### src/rtl/mul_pkg.sv
// ============================================================================
// Module : mul_pkg
// Brief  : Shared widths, FSM state type and counter-width helper for the
//          sequential shift-add multiplier.
// Rev    : 1.0 - initial release
// ============================================================================
`default_nettype none

package mul_pkg;

  // Width of a counter that can index 0..n-1, never narrower than one bit.
  function automatic int cnt_width(input int n);
    return (n > 1) ? $clog2(n) : 1;
  endfunction

  localparam int MUL_X_WIDTH   = 3;
  localparam int MUL_Y_WIDTH   = 3;
  localparam int MUL_P_WIDTH   = MUL_X_WIDTH + MUL_Y_WIDTH;
  localparam int MUL_CNT_WIDTH = cnt_width(MUL_Y_WIDTH);

  typedef enum logic [1:0] {
    IDLE = 2'd0,
    ITER = 2'd1,
    DONE = 2'd2
  } state_t;

endpackage

`default_nettype wire

### src/rtl/mul_shift_add_step.sv
// ============================================================================
// Module : mul_shift_add_step
// Brief  : One combinational multiply step: acc + (a << shamt) when b_bit set.
// Rev    : 1.0 - initial release
// ============================================================================
`default_nettype none

module mul_shift_add_step #(
  parameter int X_WIDTH = 3,
  parameter int P_WIDTH = 6,
  parameter int CNT_W   = 2
) (
  input  logic [P_WIDTH-1:0] acc,
  input  logic [X_WIDTH-1:0] a,
  input  logic               b_bit,
  input  logic [CNT_W-1:0]   shamt,
  output logic [P_WIDTH-1:0] sum
);

  logic [P_WIDTH-1:0] w_addend;

  assign w_addend = b_bit ? (P_WIDTH'(a) << shamt) : '0;
  assign sum      = acc + w_addend;

endmodule

`default_nettype wire

### src/rtl/mul_seq_ctrl.sv
// ============================================================================
// Module : mul_seq_ctrl
// Brief  : Sequential shift-add multiplier, one multiplier bit per cycle,
//          optional two's-complement operands with sign-magnitude result.
// Rev    : 1.0 - initial release
// ============================================================================
`default_nettype none

module mul_seq_ctrl
  import mul_pkg::*;
#(
  parameter int X_WIDTH = MUL_X_WIDTH,
  parameter int Y_WIDTH = MUL_Y_WIDTH,
  parameter int P_WIDTH = X_WIDTH + Y_WIDTH,
  parameter bit SIGNED  = 1'b0
) (
  input  logic               clk,
  input  logic               rst,
  input  logic               start,
  input  logic [X_WIDTH-1:0] x,
  input  logic [Y_WIDTH-1:0] y,
  output logic [P_WIDTH-1:0] p,
  output logic               s,
  output logic               rdy,
  output logic               busy
);

  localparam int               CNT_W  = cnt_width(Y_WIDTH);
  localparam logic [CNT_W-1:0] C_LAST = CNT_W'(Y_WIDTH - 1);

  state_t             r_state;
  state_t             w_next_state;
  logic [X_WIDTH-1:0] r_a;
  logic [Y_WIDTH-1:0] r_b;
  logic [P_WIDTH-1:0] r_acc;
  logic [CNT_W-1:0]   r_cnt;
  logic               r_sign;
  logic [P_WIDTH-1:0] r_p;
  logic               r_s;

  logic [X_WIDTH-1:0] w_x_mag;
  logic [Y_WIDTH-1:0] w_y_mag;
  logic               w_sign;
  logic               w_accept;
  logic               w_last;
  logic               w_b_bit;
  logic [P_WIDTH-1:0] w_sum;

  // Magnitudes are taken once at acceptance so the iteration is always unsigned.
  generate
    if (SIGNED) begin : g_signed
      assign w_x_mag = x[X_WIDTH-1] ? (~x + X_WIDTH'(1)) : x;
      assign w_y_mag = y[Y_WIDTH-1] ? (~y + Y_WIDTH'(1)) : y;
      assign w_sign  = x[X_WIDTH-1] ^ y[Y_WIDTH-1];
    end else begin : g_unsigned
      assign w_x_mag = x;
      assign w_y_mag = y;
      assign w_sign  = 1'b0;
    end
  endgenerate

  assign w_accept = start && (r_state != ITER);
  assign w_last   = (r_cnt == C_LAST);
  assign w_b_bit  = r_b[r_cnt];

  mul_shift_add_step #(
    .X_WIDTH (X_WIDTH),
    .P_WIDTH (P_WIDTH),
    .CNT_W   (CNT_W)
  ) u_step (
    .acc   (r_acc),
    .a     (r_a),
    .b_bit (w_b_bit),
    .shamt (r_cnt),
    .sum   (w_sum)
  );

  always_ff @(posedge clk or negedge rst) begin
    if (!rst) begin
      r_state <= IDLE;
    end else begin
      r_state <= w_next_state;
    end
  end

  always_comb begin
    w_next_state = r_state;
    case (r_state)
      IDLE:    if (start) w_next_state = ITER;
      ITER:    if (w_last) w_next_state = DONE;
      DONE:    w_next_state = start ? ITER : IDLE;
      default: w_next_state = IDLE;
    endcase
  end

  always_ff @(posedge clk or negedge rst) begin
    if (!rst) begin
      r_a    <= '0;
      r_b    <= '0;
      r_acc  <= '0;
      r_cnt  <= '0;
      r_sign <= 1'b0;
      r_p    <= '0;
      r_s    <= 1'b0;
    end else if (w_accept) begin
      r_a    <= w_x_mag;
      r_b    <= w_y_mag;
      r_acc  <= '0;
      r_cnt  <= '0;
      r_sign <= w_sign;
    end else if (r_state == ITER) begin
      r_acc <= w_sum;
      if (w_last) begin
        r_cnt <= '0;
        r_p   <= w_sum;
        // A zero product has no sign in sign-magnitude form.
        r_s   <= r_sign && (w_sum != '0);
      end else begin
        r_cnt <= r_cnt + CNT_W'(1);
      end
    end
  end

  assign p    = r_p;
  assign s    = r_s;
  assign busy = (r_state == ITER);
  assign rdy  = (r_state == DONE);

endmodule

`default_nettype wire

### config.mk
export PLATFORM = sky130hd
export DESIGN_NAME = mul_seq_ctrl
export DESIGN_NICKNAME = d
export VERILOG_FILES = /design/src/rtl/mul_pkg.sv /design/src/rtl/mul_shift_add_step.sv /design/src/rtl/mul_seq_ctrl.sv
export SDC_FILE = /design/constraint.sdc
export NUM_CORES = 1
export LEC_CHECK = 0
export CORE_ASPECT_RATIO = 0.9
export CORE_UTILIZATION = 50
export CTS_CLUSTER_DIAMETER = 60
export DETAILED_ROUTE_END_ITERATION = 6
export PLACE_DENSITY = 0.75
export SYNTH_ARGS = -nofsm -noshare
export SYNTH_HDL_FRONTEND = slang
export SYNTH_SLANG_ARGS = --single-unit
### constraint.sdc
create_clock -name clk -period 2.45 [get_ports clk]
set_input_delay 0.49 -clock clk [delete_from_list [all_inputs] [get_ports clk]]
set_output_delay 0.49 -clock clk [all_outputs]
set_load 0.03 [all_outputs]
==> key figures <==
Status
  – Run status: complete, no violations

Placed design
  – Cells after DPL: 153
  – Final HPWL DP: 1740 microns
  – IO Port Bufs: 16
  – GPL Wtd Cong: around 0.8
  – DP Area: 0.00137 sq mm

Clock network
  – CTS Buf Count: 3
  – CTS tree: yes
  – CTS sink count: 22
  – Clk_lat worst skew: between 0.3 and 0.4 ns
  – Worst-path clk slew: 0.12 ns
  – Hold buffer count at cts: 0
  – Cells resized by post-CTS repair: 0
  – Clock root cell: clkbuf_4
  – CTS Buffer Depth: 2
  – H-tree levels: 1
  – Setup bufs post-CTS: 0

Worst hold path
  – Hold Path Origin: p[5]
  – Hold Crit Class: flop to flop
  – Hold Path Depth: 2

Logic synthesis
  – Synth Register Bits: 22
  – EDFF count, synth: 0
  – Syn Std Cell Area: between 0.001 and 0.0015 sq mm
  – Ys Warns: 0
  – Netlist cell types: 37
  – Async set or reset register ratio after synthesis: 100%
  – Synth Area per Inst: 10.7 sq um
  – Main flop type after synthesis: dfrtp_1
  – Mapped Cells: 112
  – Sequential area share after synthesis: 46.1%
  – Synth Net Count: around 130

Final layout
  – Post-route insts no fill: about 160
  – Post-Layout Inst Area: 0.00140 sq mm
  – N_diodes: 0
  – Layout cell share with drive strength beyond 1: 20.2%
  – Fill cell count: between 150 and 200
  – Area growth from synthesis to layout: 17.2%
  – Commonest non-fill, non-tap cell in the layout: dfrtp_1
  – Fin nets: 146
  – Commonest cells after routing, fill and taps aside: dfrtp_1, clkdlybuf4s50_1, nand2_1

Routing
  – DRT Pass-1 Iters: 4
  – Vias: 894
  – Antenna Violating Nets Remaining: 0
  – Total Wirelength: approximately 2400 microns
  – Initial DRC count: 28
  – WL/cell: between 15 and 20 microns
  – DRC: 0
  – Vias per cell: 5.73

Global route
  – Grt met3 use: 6.29%
  – Initial antenna violation count: 0
  – First-pass GRT wire length: 3950 microns
  – Vias in the first global route: 829
  – Top Usage Layer GRT: met1
  – Met1 usage: 31.8%
  – Total track usage: a little over a fifth
  – GRT overflow: 0
  – Met2 Use GR: ~30%
  – Largest net degree at the start of global routing: 23

Critical path
  – CP Launch Type: flop
  – FF-to-FF Start: r_cnt[0]
  – WP data required: between 2 and 3 ns
  – Origin of the worst setup path: r_cnt[0]
  – R2R cell count: 9
  – WS Path Type: flop to flop
  – Worst Setup End Kind: flop
  – Critical Path AT: 2.50 ns
  – Crit-path max FO: 9

Timing
  – Max Clock Skew: 0.00642 ns
  – Final Critical Period: 2.30 ns
  – TNS Setup: 0 ns
  – Period utilization: between 90% and 100%
  – Slew Limit Fails: 0
  – Final hold viol count: 0
  – Worst hold slack: 0.496 ns
  – Final setup vio count: 0
  – Max Freq: between 400 and 500 MHz
  – RSZ-0062 raised after global routing: false

Floorplanning
  – Row cnt: 16
  – I/O Pins: 18
  – Die height: 48.4 microns
  – Die area: approximately 0.0026 sq mm
  – Initial Util: 53.8%
  – Die extent in x: 53.5 microns
  – Core ar.: approximately 0.0022 sq mm

Power and ir drop
  – LEAKAGE: 0.620 nW
  – Max rail drop VDD: 700 uV
  – Cell Pwr Density: 1250 mW/mm^2

Job
  – Max Cap Viol: 0
power breakdown:
part	total, mW	internal [mW]	switching [mW]
Clock	0.165	0.0576	0.107
Combinational	0.959	0.403	0.555
Sequential	0.627	0.514	0.113
area by class of cell:
| class | count | area (sq um) | area share, % |
|---|---|---|---|
| multi-input cells | 80 | 596 | 42.5 |
| flip-flops and latches | 22 | 551 | 39.3 |
| repair buffers | 18 | 175 | 12.5 |
| well taps | 27 | 33.8 | 2.41 |
| clock buffers | 3 | 22.5 | 1.61 |
| inverters | 6 | 22.5 | 1.61 |
stage by stage:
stage | power (mW) | utilization [%] | setup WS, ns
final | 1.75 | 63.0 | 0.145
after global routing | 1.89 | 63.0 | 0.0561
after CTS | 1.75 | 62.6 | 0.0490
after detailed placement | 1.58 | 61.6 | 0.0751
after global placement | 1.54 | 61.6 | 0.253
after floorplan | 1.32 | - | 0.279
worst paths after layout:
path | end | slack [ns]
max | r_acc[4] | 0.15
min in group asynchronous | r_acc[3] | 0.51
max reg2reg | r_acc[4] | 0.15
max in group asynchronous | r_cnt[0] | 1.71
min | p[5] | 0.50
min reg2reg | p[5] | 0.50
worst max-delay path: stages (launching register included):
cell and delay, ns:
dfrtp_1 0.41, buf_4 0.18, nor4b_2 0.28, ha_2 0.25, inv_1 0.06, fa_1 0.38, nand2b_1 0.16, a21oi_1 0.17
xnor2_1 0.20, o21ai_1 0.11
registers in the layout, indices dropped and copies added (netlist names):
name and flops:
p 6, r_state 2, r_acc 6, r_cnt 2, r_b 3, r_a 3
routing by layer:
| layer | vias to the layer above | wire length [microns] |
|---|---|---|
| li1 | 427 | - |
| met1 | 434 | 1100 |
| met2 | 28 | 1120 |
| met3 | 5 | 107 |
| met4 | 0 | 29 |
| met5 | - | 0 |
kinds of logic (layout without fill, tap and decap cells):
group                      count (synthesis)  count (layout)  synth area share [%]
and+or+nand+nor                           33              33                  14.9
AOI/OAI and AO/OA                         27              27                  15.4
DFF                                       22              22                  46.1
buffers and inverters                     10              27                  4.82
muxes                                      9               9                  8.69
adders and majority gates                  6               6                  6.91
xor gates and xnor gates                   4               4                  2.93
other                                      1               1                 0.314
cell usage after synthesis, types with 2 or more instances:
cell type | number | area [sq um]
dfrtp_1 | 22 | 551
nand2_1 | 13 | 48.8
nand3_1 | 8 | 40.0
mux2_2 | 7 | 78.8
o21ai_1 | 6 | 30.0
ha_1 | 5 | 62.6
inv_1 | 5 | 18.8
a21oi_1 | 4 | 20.0
nor2_1 | 4 | 15.0
o21ai_0 | 4 | 20.0
o211ai_1 | 3 | 22.5
o21ai_2 | 3 | 26.3
buf_6 | 2 | 22.5
xnor2_1 | 2 | 17.5
xor2_1 | 2 | 17.5
No activity file was read; power rests on OpenSTA's default activity.
